===== src/rtl/regfile_access_ctrl.sv =====
// regfile_access_ctrl: sequences a single-ported 32x32 register file.
// Three requesters share the port: clear (highest priority), writeback and
// operand read. Writeback and read alternate round-robin on a tie.
// Only one operation is in flight at a time, so a write granted before a
// read to the same index is always visible to that read.
// Optional feature macro: X0_ZERO_EN (register 0 hard-wired to zero).
module regfile_access_ctrl #(
  parameter int DW = 32,
  parameter int AW = 5
) (
  input  logic          clk_i,
  input  logic          reset_ni,
  // clear requester
  input  logic          clr_req_i,
  output logic          clr_ack_o,
  // writeback requester
  input  logic          wb_req_i,
  input  logic [AW-1:0] wb_rd_i,
  input  logic [DW-1:0] wb_data_i,
  output logic          wb_ack_o,
  // operand read requester
  input  logic          rd_req_i,
  input  logic [AW-1:0] rd_rs1_i,
  input  logic [AW-1:0] rd_rs2_i,
  output logic          rd_ack_o,
  output logic          rd_valid_o,
  output logic [DW-1:0] rd_data1_o,
  output logic [DW-1:0] rd_data2_o,
  // status
  output logic          busy_o,
  // register file pins
  output logic          rf_enable_o,
  output logic          rf_rw_o,
  output logic          rf_reset_o,
  output logic [AW-1:0] rf_rs1_o,
  output logic [AW-1:0] rf_rs2_o,
  output logic [AW-1:0] rf_rd_o,
  output logic [DW-1:0] rf_din_o,
  input  logic [DW-1:0] rf_out1_i,
  input  logic [DW-1:0] rf_out2_i
);

  typedef enum logic [2:0] {
    IDLE = 3'd0,
    CLR  = 3'd1,
    WR   = 3'd2,
    RD   = 3'd3,
    RSP  = 3'd4
  } state_e;

  state_e        state_q;
  logic          rr_last_q;   // last granted of wb/rd: 0 = wb, 1 = rd
  logic          clr_ack_q;
  logic          wb_ack_q;
  logic          rd_ack_q;
  logic          rd_valid_q;
  logic          busy_q;
  logic          rf_enable_q;
  logic          rf_rw_q;
  logic          rf_reset_q;
  logic [AW-1:0] rf_rs1_q;
  logic [AW-1:0] rf_rs2_q;
  logic [AW-1:0] rf_rd_q;
  logic [DW-1:0] rf_din_q;

  logic          grant_clr_d;
  logic          grant_wb_d;
  logic          grant_rd_d;
  logic          wr_en_d;

  // Writes to index 0 are acknowledged but never reach the array when x0 is hard-wired.
`ifdef X0_ZERO_EN
  assign wr_en_d = (wb_rd_i != '0);
`else
  assign wr_en_d = 1'b1;
`endif

  // IDLE arbitration: clear first, then round-robin between writeback and read.
  always_comb begin
    grant_clr_d = 1'b0;
    grant_wb_d  = 1'b0;
    grant_rd_d  = 1'b0;
    if (state_q == IDLE) begin
      if (clr_req_i) begin
        grant_clr_d = 1'b1;
      end else if (wb_req_i && rd_req_i) begin
        // tie goes to whichever requester was not served last
        if (rr_last_q) grant_wb_d = 1'b1;
        else           grant_rd_d = 1'b1;
      end else if (wb_req_i) begin
        grant_wb_d = 1'b1;
      end else if (rd_req_i) begin
        grant_rd_d = 1'b1;
      end
    end
  end

  // Controller FSM; every output is registered so the pins are glitch-free.
  always_ff @(posedge clk_i or negedge reset_ni) begin
    if (!reset_ni) begin
      state_q     <= IDLE;
      rr_last_q   <= 1'b0;
      clr_ack_q   <= 1'b0;
      wb_ack_q    <= 1'b0;
      rd_ack_q    <= 1'b0;
      rd_valid_q  <= 1'b0;
      busy_q      <= 1'b0;
      rf_enable_q <= 1'b0;
      rf_rw_q     <= 1'b0;
      rf_reset_q  <= 1'b0;
      rf_rs1_q    <= '0;
      rf_rs2_q    <= '0;
      rf_rd_q     <= '0;
      rf_din_q    <= '0;
    end else begin
      // acks and valid are single-cycle pulses unless re-asserted below
      clr_ack_q  <= 1'b0;
      wb_ack_q   <= 1'b0;
      rd_ack_q   <= 1'b0;
      rd_valid_q <= 1'b0;
      case (state_q)
        IDLE: begin
          if (grant_clr_d) begin
            state_q     <= CLR;
            clr_ack_q   <= 1'b1;
            busy_q      <= 1'b1;
            rf_enable_q <= 1'b1;
            rf_reset_q  <= 1'b1;
          end else if (grant_wb_d) begin
            state_q     <= WR;
            wb_ack_q    <= 1'b1;
            busy_q      <= 1'b1;
            rr_last_q   <= 1'b0;
            rf_enable_q <= wr_en_d;
            rf_rw_q     <= 1'b1;
            rf_rd_q     <= wb_rd_i;
            rf_din_q    <= wb_data_i;
          end else if (grant_rd_d) begin
            state_q     <= RD;
            rd_ack_q    <= 1'b1;
            busy_q      <= 1'b1;
            rr_last_q   <= 1'b1;
            rf_enable_q <= 1'b1;
            rf_rw_q     <= 1'b0;
            rf_rs1_q    <= rd_rs1_i;
            rf_rs2_q    <= rd_rs2_i;
          end
        end
        CLR, WR: begin
          // the register file acted on this edge; release the port
          state_q     <= IDLE;
          busy_q      <= 1'b0;
          rf_enable_q <= 1'b0;
          rf_rw_q     <= 1'b0;
          rf_reset_q  <= 1'b0;
        end
        RD: begin
          // register file captures out1/out2 on this edge; present them next cycle
          state_q     <= RSP;
          rf_enable_q <= 1'b0;
          rd_valid_q  <= 1'b1;
        end
        RSP: begin
          state_q <= IDLE;
          busy_q  <= 1'b0;
        end
        default: begin
          state_q     <= IDLE;
          busy_q      <= 1'b0;
          rf_enable_q <= 1'b0;
          rf_rw_q     <= 1'b0;
          rf_reset_q  <= 1'b0;
        end
      endcase
    end
  end

  // Read operands pass straight through from the register file's own output registers.
`ifdef X0_ZERO_EN
  assign rd_data1_o = (rf_rs1_q == '0) ? '0 : rf_out1_i;
  assign rd_data2_o = (rf_rs2_q == '0) ? '0 : rf_out2_i;
`else
  assign rd_data1_o = rf_out1_i;
  assign rd_data2_o = rf_out2_i;
`endif

  assign clr_ack_o   = clr_ack_q;
  assign wb_ack_o    = wb_ack_q;
  assign rd_ack_o    = rd_ack_q;
  assign rd_valid_o  = rd_valid_q;
  assign busy_o      = busy_q;
  assign rf_enable_o = rf_enable_q;
  assign rf_rw_o     = rf_rw_q;
  assign rf_reset_o  = rf_reset_q;
  assign rf_rs1_o    = rf_rs1_q;
  assign rf_rs2_o    = rf_rs2_q;
  assign rf_rd_o     = rf_rd_q;
  assign rf_din_o    = rf_din_q;

endmodule


===== config.mk =====
export PLATFORM = sky130hd
export DESIGN_NAME = regfile_access_ctrl
export DESIGN_NICKNAME = d
export VERILOG_FILES = /design/src/rtl/regfile_access_ctrl.sv
export SDC_FILE = /design/constraint.sdc
export NUM_CORES = 1
export LEC_CHECK = 0
export BUFFER_PORTS_ARGS = -buffer_cell sky130_fd_sc_hd__buf_2
export CAP_MARGIN = 20
export CORE_ASPECT_RATIO = 0.5
export CORE_MARGIN = 2
export CORE_UTILIZATION = 41
export DETAILED_ROUTE_END_ITERATION = 16
export HOLD_SLACK_MARGIN = 0.02
export PLACE_DENSITY = 0.85
export SLEW_MARGIN = 40
export SYNTH_ARGS = -nofsm -noshare
export SYNTH_HDL_FRONTEND = slang
export SYNTH_SLANG_ARGS = --single-unit

===== constraint.sdc =====
create_clock -name clk_i -period 4.05 [get_ports clk_i]
set_clock_uncertainty 0.15 [all_clocks]
set_input_delay 0.2025 -clock clk_i [delete_from_list [all_inputs] [get_ports clk_i]]
set_output_delay 0.2025 -clock clk_i [all_outputs]
set_load 0.01 [all_outputs]

==> impl_metrics.xml <==
<?xml version="1.0" encoding="UTF-8"?>
<metrics>
  <group name="logic_synthesis">
    <metric name="yosys.cell_types.count" unit="">26</metric>
    <metric name="postSynth.asyncResetShare" unit="%">100</metric>
    <metric name="syn_area_per_cell" unit="µm²">13.4</metric>
    <metric name="synthSimpleGateAreaFrac" unit="%">3.88</metric>
    <metric name="share_of_the_synthesized_area_in_compound_gates_ao_oa_aoi_oai" unit="%">2.89</metric>
    <metric name="ys_ff_latch" unit="">59</metric>
    <metric name="yosysWarnings" unit="">0</metric>
    <metric name="post_synth_fa_ha_maj_area_fraction" unit="%">0</metric>
    <metric name="synth_enable_flop_cells" unit="">0</metric>
    <metric name="ys_seq_area_share" unit="%">53.3</metric>
    <metric name="syn-cell-area" unit="µm²">2770</metric>
    <metric name="synthesis.nets" unit="">323</metric>
    <metric name="post_synth_top_flop" unit="">dfrtp_1</metric>
    <metric name="synth.mux.area_fraction" unit="%">20.2</metric>
    <metric name="synth_top_family_by_area" unit="">multiplexers</metric>
    <metric name="fraction_of_synthesized_cell_area_in_xor_and_xnor_cells" unit="%">0</metric>
    <metric name="synthesis.instances" unit="">207</metric>
  </group>
  <group name="placement">
    <metric name="placed_cell_area" unit="µm²">2900</metric>
    <metric name="place.detailed.instances" unit="">336</metric>
    <metric name="io_buffer_count" unit="">106</metric>
    <metric name="globalplace.congestion" unit="">0.787</metric>
    <metric name="detailed_place_hpwl" unit="µm">4900</metric>
    <metric name="placement_setup_slack" unit="ns">1.81</metric>
  </group>
  <group name="sta">
    <metric name="whs" unit="ns">0.0680</metric>
    <metric name="max_clock_freq" unit="MHz">444</metric>
    <metric name="finalCriticalPeriod" unit="ns">2.25</metric>
    <metric name="grt_setup_unrepaired" unit="">no</metric>
    <metric name="finalCritPeriodShare" unit="%">55.6</metric>
    <metric name="setup_viol" unit="">0</metric>
    <metric name="timing.final.ws_setup" unit="ns">1.80</metric>
    <metric name="tightest_slew" unit="ns">0.724</metric>
    <metric name="hold_viol_final" unit="">0</metric>
    <metric name="worst_slew_margin_rel" unit="%">51.7</metric>
    <metric name="setup_tns" unit="ns">0</metric>
    <metric name="number_of_max_slew_violations_in_the_final_report" unit="">0</metric>
  </group>
  <group name="grt">
    <metric name="number_of_antenna_violations_at_the_first_check_in_global_routing" unit="">0</metric>
    <metric name="track_usage" unit="%">22.6</metric>
    <metric name="first_pass_grt_wire_length" unit="µm">12600</metric>
    <metric name="via_count_of_the_first_global_routing_pass" unit="">2162</metric>
    <metric name="globalRoute.totalOverflow" unit="">0</metric>
    <metric name="maximum_number_of_pins_on_one_net_before_global_route_repair" unit="">60</metric>
  </group>
  <group name="final_layout">
    <metric name="drive_above_1_share" unit="%">56.2</metric>
    <metric name="finish.net_count" unit="">420</metric>
    <metric name="antennaDiodeCount" unit="">0</metric>
    <metric name="layout.cells.non_filler" unit="">400</metric>
    <metric name="mostFrequentLayoutCell" unit="">buf_2</metric>
    <metric name="layout_common_cells" unit="">106 x buf_2, 59 x dfrtp_1, 49 x dlygate4sd3_1</metric>
    <metric name="synthToLayoutAreaGrowth" unit="%">34.9</metric>
    <metric name="finish.instance_area" unit="µm²">3740</metric>
    <metric name="area_of_the_multi_input_gates" unit="µm²">761</metric>
    <metric name="nFillCells" unit="">476</metric>
    <metric name="ff_latch_area" unit="µm²">1480</metric>
  </group>
  <group name="floorplanning">
    <metric name="coreArea" unit="µm²">6620</metric>
    <metric name="die_h" unit="µm">62.1</metric>
    <metric name="die-width" unit="µm">120</metric>
    <metric name="floorplan.die_area" unit="µm²">7470</metric>
    <metric name="boundaryPins" unit="">235</metric>
    <metric name="rows" unit="">21</metric>
    <metric name="starting_density_of_the_core" unit="%">41.8</metric>
  </group>
  <group name="clocking">
    <metric name="cts_htree_levels" unit="">3</metric>
    <metric name="worst_setup_hold_path_clk_slew" unit="ns">0.06</metric>
    <metric name="clock_path_buffers" unit="">2</metric>
    <metric name="cts.sink_count" unit="">59</metric>
    <metric name="cts_inserted_buffers" unit="">9</metric>
    <metric name="clock_latency" unit="ns">0.32</metric>
    <metric name="tritoncts" unit="">done</metric>
    <metric name="post_cts_resize_count" unit="">0</metric>
    <metric name="buffer_type_at_the_clock_tree_root" unit="">clkbuf_16</metric>
  </group>
  <group name="job">
    <metric name="maxcap_violations" unit="">0</metric>
  </group>
  <group name="drt">
    <metric name="via_per_inst" unit="">4.97</metric>
    <metric name="drc_violations" unit="">0</metric>
    <metric name="wl_per_cell" unit="µm">21.0</metric>
    <metric name="route.antenna.remaining_nets" unit="">0</metric>
    <metric name="drt_first_pass_iters" unit="">4</metric>
    <metric name="dr.first_iter.drc_count" unit="">97</metric>
    <metric name="detailroute.via_count" unit="">1988</metric>
    <metric name="routed_wl" unit="µm">8410</metric>
  </group>
  <group name="worst_setup_path">
    <metric name="timing.critical_path.required" unit="ns">4.10</metric>
    <metric name="crit_fanout" unit="">39</metric>
    <metric name="worst_setup_path_end_kind" unit="">register</metric>
    <metric name="critical_path_start_end_classification" unit="">reg2reg</metric>
    <metric name="cp.arrival" unit="ns">2.30</metric>
    <metric name="startpoint_type" unit="">register</metric>
  </group>
  <group name="hold_path">
    <metric name="worst_min_delay_path_category" unit="">in2reg</metric>
  </group>
  <group name="run_status">
    <metric name="status" unit="">finished, final reports clean</metric>
  </group>
  <group name="power_and_ir_drop">
    <metric name="vdd_ir_drop_max" unit="mV">0.318</metric>
    <metric name="power.static_leakage" unit="µW">0.00184</metric>
    <metric name="power-per-cell-area" unit="nW/µm²">778</metric>
  </group>
</metrics>
## critical path: stages, from the launching register on
cell and delay (ns):
dfrtp_1 0.46, nor4_4 0.47, nand3_4 0.54, mux2_2 0.49
## worst paths after layout
path | cells past startpoint | endpoint | startpoint | slack (ns)
hold reg to reg | 1 | rf_din_o[17]$_DFFE_PN0P_ | rf_din_o[17]$_DFFE_PN0P_ | 0.35
max in group asynchronous | 3 | rf_din_o[30]$_DFFE_PN0P_ | reset_ni | 2.86
setup reg to reg | 3 | rf_din_o[28]$_DFFE_PN0P_ | state_q[1]$_DFFE_PN0P_ | 1.80
hold / removal | 2 | rr_last_q$_DFFE_PN0P_ | wb_req_i | 0.07
setup / recovery | 3 | rf_din_o[28]$_DFFE_PN0P_ | state_q[1]$_DFFE_PN0P_ | 1.80
min in group asynchronous | 3 | rf_din_o[28]$_DFFE_PN0P_ | reset_ni | 0.41
## synthesized netlist by cell type (2+ instances only)
cell type,count,area (µm²)
buf_4,65,488
dfrtp_1,59,1480
mux2_2,39,439
mux2_4,8,120
a21oi_1,4,20.0
inv_1,4,15.0
buf_6,3,33.8
nor2_1,3,11.3
and3b_1,2,17.5
buf_2,2,10.0
nand2_1,2,7.51
o21a_1,2,15.0
## where the power goes
group / internal, µW / switching (µW) / total, µW
Clock: 615 / 265 / 880
Combinational: 498 / 469 / 967
Sequential: 873 / 188 / 1060
## repair_timing
item,in CTS,in global routing
hold buffers,49,0
endpoints found under the hold margin,107,0
buffers inserted,0,0
## cell type report
cell class / count / area share [%]
Sequential cell: 59 / 39.5
Timing Repair Buffer: 156 / 27.5
Multi-Input combinational cell: 74 / 20.4
Clock buffer: 11 / 6.49
Tap cell: 92 / 3.08
Clock inverter: 4 / 2.64
Inverter: 4 / 0.402
## kinds of logic (layout without fill, tap and decap cells)
| family | count (synthesis) | after routing |
|---|---|---|
| flops | 59 | 59 |
| compound gates | 12 | 12 |
| simple gates | 15 | 15 |
| buf+inv | 74 | 175 |
| mux | 47 | 47 |
## routing by layer
layer / up-vias / track usage (%) / routed length (µm)
met5: - / 0 / 0
met4: 0 / 16.1 / 591
met3: 71 / 9.19 / 709
met2: 135 / 42.5 / 4660
met1: 955 / 19.1 / 2450
li1: 827 / - / -
## registers in the layout, summed over array words and instances (netlist names)
| signal | count |
|---|---|
| rr_last_q | 1 |
| wb_ack_o | 1 |
| rf_reset_o | 1 |
| rf_rs2_o | 5 |
| rd_valid_o | 1 |
| rf_rs1_o | 5 |
| rf_rd_o | 5 |
| rf_enable_o | 1 |
| state_q | 3 |
| rd_ack_o | 1 |
| rf_din_o | 32 |
| clr_ack_o | 1 |
| busy_o | 1 |
| rf_rw_o | 1 |
## metrics by stage
stage / util (%) / power (µW)
5_1_grt: 56.4 / 3020
6_report: 56.4 / 2910
4_1_cts: 56.3 / 2850
2_1_floorplan: - / 1590
3_3_place_gp: 43.7 / 1860
3_5_place_dp: 43.8 / 1930
(Power assumes the default switching activity.)
